`config.mk`:
```
export PLATFORM = sky130hd
export DESIGN_NAME = fsm_lane_encoder_flat
export DESIGN_NICKNAME = d
export VERILOG_FILES = /design/src/rtl/fsm_lane_encoder_if.sv /design/src/rtl/fsm_lane_encoder.sv /design/src/flat_wrapper.sv
export SDC_FILE = /design/constraint.sdc
export NUM_CORES = 1
export LEC_CHECK = 0
export CAP_MARGIN = 20
export CELL_PAD_IN_SITES_DETAIL_PLACEMENT = 1
export CELL_PAD_IN_SITES_GLOBAL_PLACEMENT = 2
export CORE_MARGIN = 2
export CORE_UTILIZATION = 30
export CTS_CLUSTER_DIAMETER = 40
export DETAILED_ROUTE_END_ITERATION = 6
export DONT_BUFFER_PORTS = 1
export PLACE_DENSITY_LB_ADDON = 0.05
export REMOVE_ABC_BUFFERS = 1
export SYNTH_ARGS = -nofsm -noshare
export SYNTH_HDL_FRONTEND = slang
export SYNTH_SLANG_ARGS = --single-unit
export TNS_END_PERCENT = 20
```
`constraint.sdc`:
```
create_clock -name clk -period 1.8 [get_ports clk]
set_input_delay 0.45 -clock clk [delete_from_list [all_inputs] [get_ports clk]]
set_output_delay 0.45 -clock clk [all_outputs]
set_load 0.02 [all_outputs]
```
`src/rtl/fsm_lane_encoder_if.sv`:
```
`default_nettype none
// ============================================================================
// Module      : fsm_lane_encoder_if
// Description : FIFO-side bundle for the lane encoder. It carries the
//               raw-data input FIFO status, strobe and pops, and the output
//               FIFO full flag, push, last, clears and lane-mux select.
//               master = encoder side, slave = FIFO/datapath side.
// Revision    : 1.0 - initial release
// ============================================================================
interface fsm_lane_encoder_if #(
  parameter int NUM_LANES = 4,
  parameter int SEL_W     = $clog2(NUM_LANES)
);
  logic                 raw_data_in_fifo_empty;
  logic [NUM_LANES-1:0] raw_data_in_wstrb;
  logic                 raw_data_in_fifo_pop;
  logic                 raw_data_in_index_pop;
  logic                 raw_data_in_wstrb_pop;
  logic                 raw_data_out_fifo_full;
  logic                 raw_data_out_fifo_push;
  logic                 raw_data_out_last;
  logic                 raw_data_out_fifo_clr;
  logic                 raw_data_out_index_clr;
  logic [SEL_W-1:0]     raw_data_sel;

  modport master (
    input  raw_data_in_fifo_empty, raw_data_in_wstrb, raw_data_out_fifo_full,
    output raw_data_in_fifo_pop, raw_data_in_index_pop, raw_data_in_wstrb_pop,
    output raw_data_out_fifo_push, raw_data_out_last,
    output raw_data_out_fifo_clr, raw_data_out_index_clr, raw_data_sel
  );

  modport slave (
    output raw_data_in_fifo_empty, raw_data_in_wstrb, raw_data_out_fifo_full,
    input  raw_data_in_fifo_pop, raw_data_in_index_pop, raw_data_in_wstrb_pop,
    input  raw_data_out_fifo_push, raw_data_out_last,
    input  raw_data_out_fifo_clr, raw_data_out_index_clr, raw_data_sel
  );
endinterface
`default_nettype wire

```
`src/rtl/fsm_lane_encoder.sv`:
```
`default_nettype none
// ============================================================================
// Module      : fsm_lane_encoder
// Description : Pops one raw word (data/index/strobe) from the input FIFOs and
//               walks the lane mux across it, pushing one encoded lane per
//               cycle into the output FIFO. Lanes whose strobe bit is clear
//               can be skipped; an all-skipped word is dropped with a pulse.
// Ports       : clk, reset_n (async, active low), soft_clr (sync clear)
//               bus           - FIFO handshake bundle (master side)
//               word_dropped  - 1-cycle pulse for a popped all-zero word
//               busy          - high in every state except RD_READY
// Revision    : 1.0 - initial release
// ============================================================================
module fsm_lane_encoder #(
  parameter int  NUM_LANES        = 4,
  parameter int  SKIP_EMPTY_LANES = 1,
  localparam int SEL_W            = $clog2(NUM_LANES)
) (
  input  wire                 clk,
  input  wire                 reset_n,
  input  wire                 soft_clr,
  fsm_lane_encoder_if.master  bus,
  output logic                word_dropped,
  output logic                busy
);

  typedef enum logic [1:0] {
    S_INIT     = 2'd0,
    S_RD_READY = 2'd1,
    S_ENCODE   = 2'd2
  } state_t;

  localparam logic [SEL_W:0] c_LANE_LIMIT = (SEL_W+1)'(NUM_LANES);

  state_t               r_state, w_state_nxt;
  logic [SEL_W-1:0]     r_index, w_index_nxt;
  logic [NUM_LANES-1:0] r_mask,  w_mask_nxt;

  logic [NUM_LANES-1:0] w_eff_mask;
  logic [NUM_LANES-1:0] w_above;
  logic [SEL_W-1:0]     w_first_idx;
  logic [SEL_W-1:0]     w_next_idx;
  logic                 w_last;
  logic                 w_index_bad;

  // Lane scanning: lowest set bit of the incoming mask, and lowest set bit of
  // the latched mask strictly above the current index.
  always_comb begin
    w_eff_mask  = (SKIP_EMPTY_LANES != 0) ? bus.raw_data_in_wstrb : '1;
    w_first_idx = '0;
    w_next_idx  = '0;
    w_above     = '0;
    for (int i = NUM_LANES - 1; i >= 0; i--) begin
      if (w_eff_mask[i]) w_first_idx = SEL_W'(i);
    end
    for (int i = 0; i < NUM_LANES; i++) begin
      w_above[i] = r_mask[i] && (i > int'(r_index));
    end
    for (int i = NUM_LANES - 1; i >= 0; i--) begin
      if (w_above[i]) w_next_idx = SEL_W'(i);
    end
    w_last      = ~|w_above;
    // Only reachable for non-power-of-two lane counts.
    w_index_bad = ({1'b0, r_index} >= c_LANE_LIMIT);
  end

  always_comb begin
    w_state_nxt                = r_state;
    w_index_nxt                = r_index;
    w_mask_nxt                 = r_mask;
    bus.raw_data_in_fifo_pop   = 1'b0;
    bus.raw_data_out_fifo_push = 1'b0;
    bus.raw_data_out_last      = 1'b0;
    bus.raw_data_out_fifo_clr  = 1'b0;
    bus.raw_data_out_index_clr = 1'b0;
    word_dropped               = 1'b0;

    case (r_state)
      S_INIT: begin
        bus.raw_data_out_fifo_clr  = 1'b1;
        bus.raw_data_out_index_clr = 1'b1;
        w_index_nxt                = '0;
        w_mask_nxt                 = '0;
        w_state_nxt                = S_RD_READY;
      end
      S_RD_READY: begin
        // Only empty gates the pop; full matters only while encoding.
        if (!bus.raw_data_in_fifo_empty) begin
          bus.raw_data_in_fifo_pop = 1'b1;
          w_mask_nxt               = w_eff_mask;
          w_index_nxt              = w_first_idx;
          if (w_eff_mask == '0) begin
            word_dropped = 1'b1;
          end else begin
            w_state_nxt = S_ENCODE;
          end
        end
      end
      S_ENCODE: begin
        if (w_index_bad) begin
          w_state_nxt = S_INIT;
        end else if (!bus.raw_data_out_fifo_full) begin
          bus.raw_data_out_fifo_push = 1'b1;
          bus.raw_data_out_last      = w_last;
          if (w_last) begin
            w_state_nxt = S_RD_READY;
            w_index_nxt = '0;
          end else begin
            w_index_nxt = w_next_idx;
          end
        end
      end
      default: w_state_nxt = S_INIT;
    endcase

    // Soft clear abandons any word in flight; INIT then flushes the outputs.
    if (soft_clr) begin
      w_state_nxt                = S_INIT;
      w_index_nxt                = r_index;
      w_mask_nxt                 = r_mask;
      bus.raw_data_in_fifo_pop   = 1'b0;
      bus.raw_data_out_fifo_push = 1'b0;
      bus.raw_data_out_last      = 1'b0;
      word_dropped               = 1'b0;
    end
  end

  assign bus.raw_data_in_index_pop = bus.raw_data_in_fifo_pop;
  assign bus.raw_data_in_wstrb_pop = bus.raw_data_in_fifo_pop;
  assign bus.raw_data_sel          = r_index;
  assign busy                      = (r_state != S_RD_READY);

  always_ff @(posedge clk or negedge reset_n) begin
    if (!reset_n) begin
      r_state <= S_INIT;
      r_index <= '0;
      r_mask  <= '0;
    end else begin
      r_state <= w_state_nxt;
      r_index <= w_index_nxt;
      r_mask  <= w_mask_nxt;
    end
  end

endmodule
`default_nettype wire

```
`src/flat_wrapper.sv`:
```
// flat-port wrapper written by rule: the top's interface ports become plain ports
module fsm_lane_encoder_flat 
#(
  parameter int  NUM_LANES        = 4,
  parameter int  SKIP_EMPTY_LANES = 1,
  localparam int SEL_W            = $clog2(NUM_LANES)
)
  (clk, reset_n, soft_clr, word_dropped, busy, bus_raw_data_in_fifo_empty, bus_raw_data_in_wstrb, bus_raw_data_out_fifo_full, bus_raw_data_in_fifo_pop, bus_raw_data_in_index_pop, bus_raw_data_in_wstrb_pop, bus_raw_data_out_fifo_push, bus_raw_data_out_last, bus_raw_data_out_fifo_clr, bus_raw_data_out_index_clr, bus_raw_data_sel);
  fsm_lane_encoder_if #(.NUM_LANES(NUM_LANES)) bus_i ();
  input  wire clk;
  input  wire reset_n;
  input  wire soft_clr;
  output logic word_dropped;
  output logic busy;
  input wire logic [$bits(bus_i.raw_data_in_fifo_empty)-1:0] bus_raw_data_in_fifo_empty;
  input wire logic [$bits(bus_i.raw_data_in_wstrb)-1:0] bus_raw_data_in_wstrb;
  input wire logic [$bits(bus_i.raw_data_out_fifo_full)-1:0] bus_raw_data_out_fifo_full;
  output wire logic [$bits(bus_i.raw_data_in_fifo_pop)-1:0] bus_raw_data_in_fifo_pop;
  output wire logic [$bits(bus_i.raw_data_in_index_pop)-1:0] bus_raw_data_in_index_pop;
  output wire logic [$bits(bus_i.raw_data_in_wstrb_pop)-1:0] bus_raw_data_in_wstrb_pop;
  output wire logic [$bits(bus_i.raw_data_out_fifo_push)-1:0] bus_raw_data_out_fifo_push;
  output wire logic [$bits(bus_i.raw_data_out_last)-1:0] bus_raw_data_out_last;
  output wire logic [$bits(bus_i.raw_data_out_fifo_clr)-1:0] bus_raw_data_out_fifo_clr;
  output wire logic [$bits(bus_i.raw_data_out_index_clr)-1:0] bus_raw_data_out_index_clr;
  output wire logic [$bits(bus_i.raw_data_sel)-1:0] bus_raw_data_sel;
  assign bus_i.raw_data_in_fifo_empty = bus_raw_data_in_fifo_empty;
  assign bus_i.raw_data_in_wstrb = bus_raw_data_in_wstrb;
  assign bus_i.raw_data_out_fifo_full = bus_raw_data_out_fifo_full;
  assign bus_raw_data_in_fifo_pop = bus_i.raw_data_in_fifo_pop;
  assign bus_raw_data_in_index_pop = bus_i.raw_data_in_index_pop;
  assign bus_raw_data_in_wstrb_pop = bus_i.raw_data_in_wstrb_pop;
  assign bus_raw_data_out_fifo_push = bus_i.raw_data_out_fifo_push;
  assign bus_raw_data_out_last = bus_i.raw_data_out_last;
  assign bus_raw_data_out_fifo_clr = bus_i.raw_data_out_fifo_clr;
  assign bus_raw_data_out_index_clr = bus_i.raw_data_out_index_clr;
  assign bus_raw_data_sel = bus_i.raw_data_sel;
  fsm_lane_encoder #(.NUM_LANES(NUM_LANES), .SKIP_EMPTY_LANES(SKIP_EMPTY_LANES)) u_core (.clk(clk), .reset_n(reset_n), .soft_clr(soft_clr), .bus(bus_i), .word_dropped(word_dropped), .busy(busy));
endmodule
```
======== Yosys cells after proc, flatten, opt, wreduce, memory -nomap -nowiden ========
Cells that the tools add are included.
storage, ports and cells
  bits in registers ....................... 8
  output and inout port bits .............. 11
  word-level logic and storage cells ...... 61
operators by class
  magnitude comparators ................... 3
  equal/unequal tests ..................... 9
  multiplexer cells ....................... 33
  bitwise gates (word level) .............. 1
  reductions and logical operators ........ 12
operator list
  cell                                                                  number
  2-bit two-way mux                                                     15
  1-bit two-way mux                                                     14
  3-bit != test (second input constant)                                 4
  2-bit case mux with 3 select lines                                    2
  4-bit case mux with 2 select lines                                    1
  4-bit AND reduction                                                   2
  2-bit > comparator (first input constant)                             2
  4-bit zero test                                                       1
  4-bit two-way mux                                                     1
  2-bit != test (second input constant)                                 2
  1-bit logical AND                                                     3
  3-bit AND reduction                                                   1
  3-bit nonzero test                                                    1
  3-bit OR reduction                                                    1
  2-bit by 1-bit == test with 1-bit output (second input constant)      1
  2-bit == test (second input constant)                                 1
  1-bit by 2-bit > comparator with 1-bit output (first input constant)  1
  2-bit zero test                                                       1
  2-bit by 1-bit != test with 1-bit output (second input constant)      1
  2-bit nonzero test                                                    1
  1-bit zero test                                                       1
  1-bit inverter                                                        1

======== Logic depth before layout (Yosys ltp) ========
  depth in word-level cells ............... 8
  depth in mapped cells ................... 6

======== Worst setup path before layout ========
Ideal clock, no wire load.
  kind .................................... register to output
  start ................................... register u_core.r_state[0]
  end ..................................... output port bus_raw_data_out_last
  data arrival time ....................... 1845 ps
  data required time ...................... 1350 ps
  setup slack ............................. -495 ps
  cell stages (with the launch flop) ...... 6
  cell sequence ........................... dfrtp_1 inv_1 ha_1 nor3b_1 o21ai_0 nor2_1
between the ends
  word-level cells in the longest chain between the ends .. 3
RTL lines
  element                   RTL line                 text
  start: declaration        fsm_lane_encoder.sv:35   state_t r_state, w_state_nxt;
  start signal: assignment  fsm_lane_encoder.sv:139  r_state <= w_state_nxt;
  2-bit == test             fsm_lane_encoder.sv:78   case (r_state)
  1-bit two-way mux         fsm_lane_encoder.sv:78
  1-bit two-way mux         fsm_lane_encoder.sv:117  if (soft_clr) begin
  end: declaration          flat_wrapper.sv:22       output wire logic [$bits(bus_i.raw_data_out_last)-1:0] bus_raw_data_out_last;
Every way passes these cells.

======== Worst setup path after layout ========
  start ................................... register u_core.r_state[1]
  end ..................................... register u_core.r_state[0]
between the ends
  word-level cells in the longest chain between the ends .. 3
  elaborated cells between the ends (all ways) .. 10
RTL lines
  element                                                                               RTL line
  2-bit == test (tied with other cells)                                                 fsm_lane_encoder.sv:78
  3-bit != test (no line) / 2-bit case mux with 3 select lines (equally long branches)  -
  4-bit AND reduction (no line) / 2-bit two-way mux (equally long branches)             -
Parallel ways exist; a longest one is shown, timed or not.
A chain may end at the register's enable or synchronous reset.

==> results.toml <==
[sta]
period_needed_ns = 1.86
hold_viol = 0
finalCritPeriodShare_pct = 103
rsz0062_at_grt = "yes"
drv_slew = 0
slew_headroom_pct = 76.3
finalSetupViolations = 7
tns_ns = -0.324
skew_ns = 0.00111
fin_ws_ns = -0.0596
fmax_ghz = 0.538
worstMarginPinSlew_ns = 0.354
holdWs_ns = 0.382

[floorplanning]
dieArea_um2 = 2330
initial_core_util_pct = 30.9
io_pins = 20
die-height_um = 48.3
num_rows = 16
core_area_um2 = 1900
fp.dieW_um = 48.3

[power_and_ir_drop]
internal_power_w = 0.000820
power_frac_clock_pct = 9.8
p_sw_share_pct = 43.6
power_per_cell_area_nw_per_um2 = 1480
p_seq_share_pct = 21.6
p_switching_w = 0.000634
p_comb_share_pct = 68.6
total_leakage_power_nw = 0.428
peakVddDrop_mv = 0.729

[critical_path]
cp_max_fo = 3
crit_path_start = "u_core.r_state[1]$_DFFE_PN0P_"
cp.required_ns = 1.93
cp_common_cell = "buf_6"
r2r_start = "u_core.r_state[1]$_DFFE_PN0P_"
crit_type = "reg2reg"
cp.arrival_ns = 1.99
timing.critical_path.buf_inv = 3
max_stage_delay_ns = 0.40
crit_family = "compound AO/OA/AOI/OAI gates"
worstSetupEndpointType = "flip-flop"
cp_slowest_cell = "dfrtp_1"
start_kind = "flip-flop"
crit_chain = "buf_6, ha_4, buf_4, buf_6, o21ai_4, nor2_4, a2111oi_4, mux2_4"

[cts]
clock-root-buffer = "clkbuf_4"
htree_levels = 1
insertion_delay_ns = 0.25
clk_pin_slew_ns = 0.05
cts_made_buffers = 3
cts_sinks = 7
cts_tree = "done"
cts_max_path_buffers = 2

[routing]
drt-initial-drc-count = 6
ant_nets = 0
post_drt_wl_per_cell_um = 15.9
routed_via_density = 4.93
drc = 0
wl_um = 1950
dr.pass1.iters = 4
via_count = 606

[synthesis]
ys_top_cells_by_count = "o21ai_0, dfrtp_1, nor2_1, nand2_1"
synth.area.top_cells = "dfrtp_1, ha_1, o21ai_0"
synth_area_leader_cell = "dfrtp_1"
ys_async_sr_fraction_pct = 100
yosys_warnings = 0
ys_seq_area_share_pct = 29.8
yosysTopAreaCellShare_pct = 29.8
synthMostInstantiatedCell = "o21ai_0"
ys_types = 26
syn_area_um2 = 588
synth_edf_count = 0
postSynthCellCount = 68
syn_avg_cell_area_um2 = 8.65
synth_ff_type = "dfrtp_1"
ys_seq_elements = 7

[global_route]
grt_pass1_wl_um = 2810
grtUsageTotal_pct = 18.7
grt-ovfl-total = 0
grt_pass1_vias = 630
grt_max_degree = 11
antenna_found_initial = 0

[run]
drv_cap = 0

[cells_and_area]
finalNetCount = 111
area_growth_pct = 67.2
final_util_pct = 51.7
instances_no_fill = 123
n_antenna_cell = 0
drive_gt1_share_pct = 54.2

[placement]
portBuffers = 0
post-dp-hpwl_um = 1370
dp.cells = 107
place.gp.congestion = 0.721

[outcome]
violations = "negative setup slack"
status = "finished with violations"

[min_path]
min-delay-start = "soft_clr"
worstHoldPathType = "in2reg"
kinds of logic (layout without fill, tap and decap cells):
kind of cell             Yosys count  after routing  share of synthesized area [%]
flip-flops                         7              7                           29.8
AND/OR/NAND/NOR                   24             24                           20.0
adder cells (fa/ha/maj)            5              5                           10.6
multiplexers                       3              3                           5.96
buffers and inverters              9             37                           7.66
AO/OA/AOI/OAI                     20             20                           26.0
metal layers:
metal	global-route usage, %	part of all wire [%]	up-vias
li1	-	-	295
met1	20.3	40	289
met2	32.9	53	20
met3	8.15	6.4	2
met4	4.86	0.77	0
met5	0	0	-
path summary, 6_finish.rpt:
check | cells past startpoint | slack (ns) | end
setup / recovery | 8 | -0.06 | u_core.r_state[0]$_DFFE_PN0P_
hold / removal | 2 | 0.38 | u_core.r_state[1]$_DFFE_PN0P_
setup reg to reg | 8 | -0.06 | u_core.r_state[0]$_DFFE_PN0P_
hold reg to reg | 2 | 0.56 | u_core.r_mask[1]$_DFFE_PN0P_
max in group asynchronous | 1 | 0.98 | u_core.r_state[0]$_DFFE_PN0P_
min in group asynchronous | 1 | 0.54 | u_core.bus.raw_data_sel[1]$_DFFE_PN0P_
power groups by stage:
stage	logic, W	clock network, W	registers (W)
2_1_floorplan	0.000435	0	0.000295
3_3_place_gp	0.000704	0	0.000297
3_5_place_dp	0.000707	0	0.000299
4_1_cts	0.000925	0.000151	0.000302
5_1_grt	0.00108	0.000161	0.000324
6_report	0.000997	0.000142	0.000315
placed cells by master (no fill, tap or decap), types with 2 or more instances in the layout:
master and count:
buf_4 22, nor2_1 6, dfrtp_1 6, nand2_1 5, o21ai_0 4, buf_6 4
o21ai_1 3, a22oi_1 3, clkbuf_4 3, inv_2 2, inv_1 2, nor3_1 2
a21oi_1 2, nand2b_1 2, mux2i_1 2, ha_4 2, ha_1 2
through the flow:
| stage | cell area [um2] | worst slack (ns) | total power, W |
|---|---|---|---|
| 4_1_cts | 937 | -0.0870 | 0.00138 |
| 3_5_place_dp | 733 | -0.0672 | 0.00101 |
| 5_1_grt | 983 | -0.135 | 0.00157 |
| 2_1_floorplan | 562 | -0.789 | 0.000730 |
| 6_report | 983 | -0.0596 | 0.00145 |
| 3_3_place_gp | 733 | -0.0379 | 0.00100 |
registers in the layout, indices dropped and copies added, names as in the netlist:
| name | cells |
|---|---|
| u_core.r_state | 2 |
| u_core.r_mask | 3 |
| u_core.bus.raw_data_sel | 2 |
area by class of cell:
| type | instances | area (um2) |
|---|---|---|
| clock buffer | 4 | 26.3 |
| fill | 219 | 918 |
| inverter | 5 | 21.3 |
| multi-input combinational | 52 | 485 |
| sequential | 7 | 176 |
| tap | 27 | 33.8 |
| timing repair buffer | 28 | 240 |
timing repair:
item                                   CTS  global route
hold buffers                             1             0
gates resized for setup                 23            11
pin swaps                                7             4
endpoints found under the hold margin    7             0
setup buffers                           12             1
setup endpoints to repair                8            12
No activity file was read; power rests on OpenSTA's default activity.
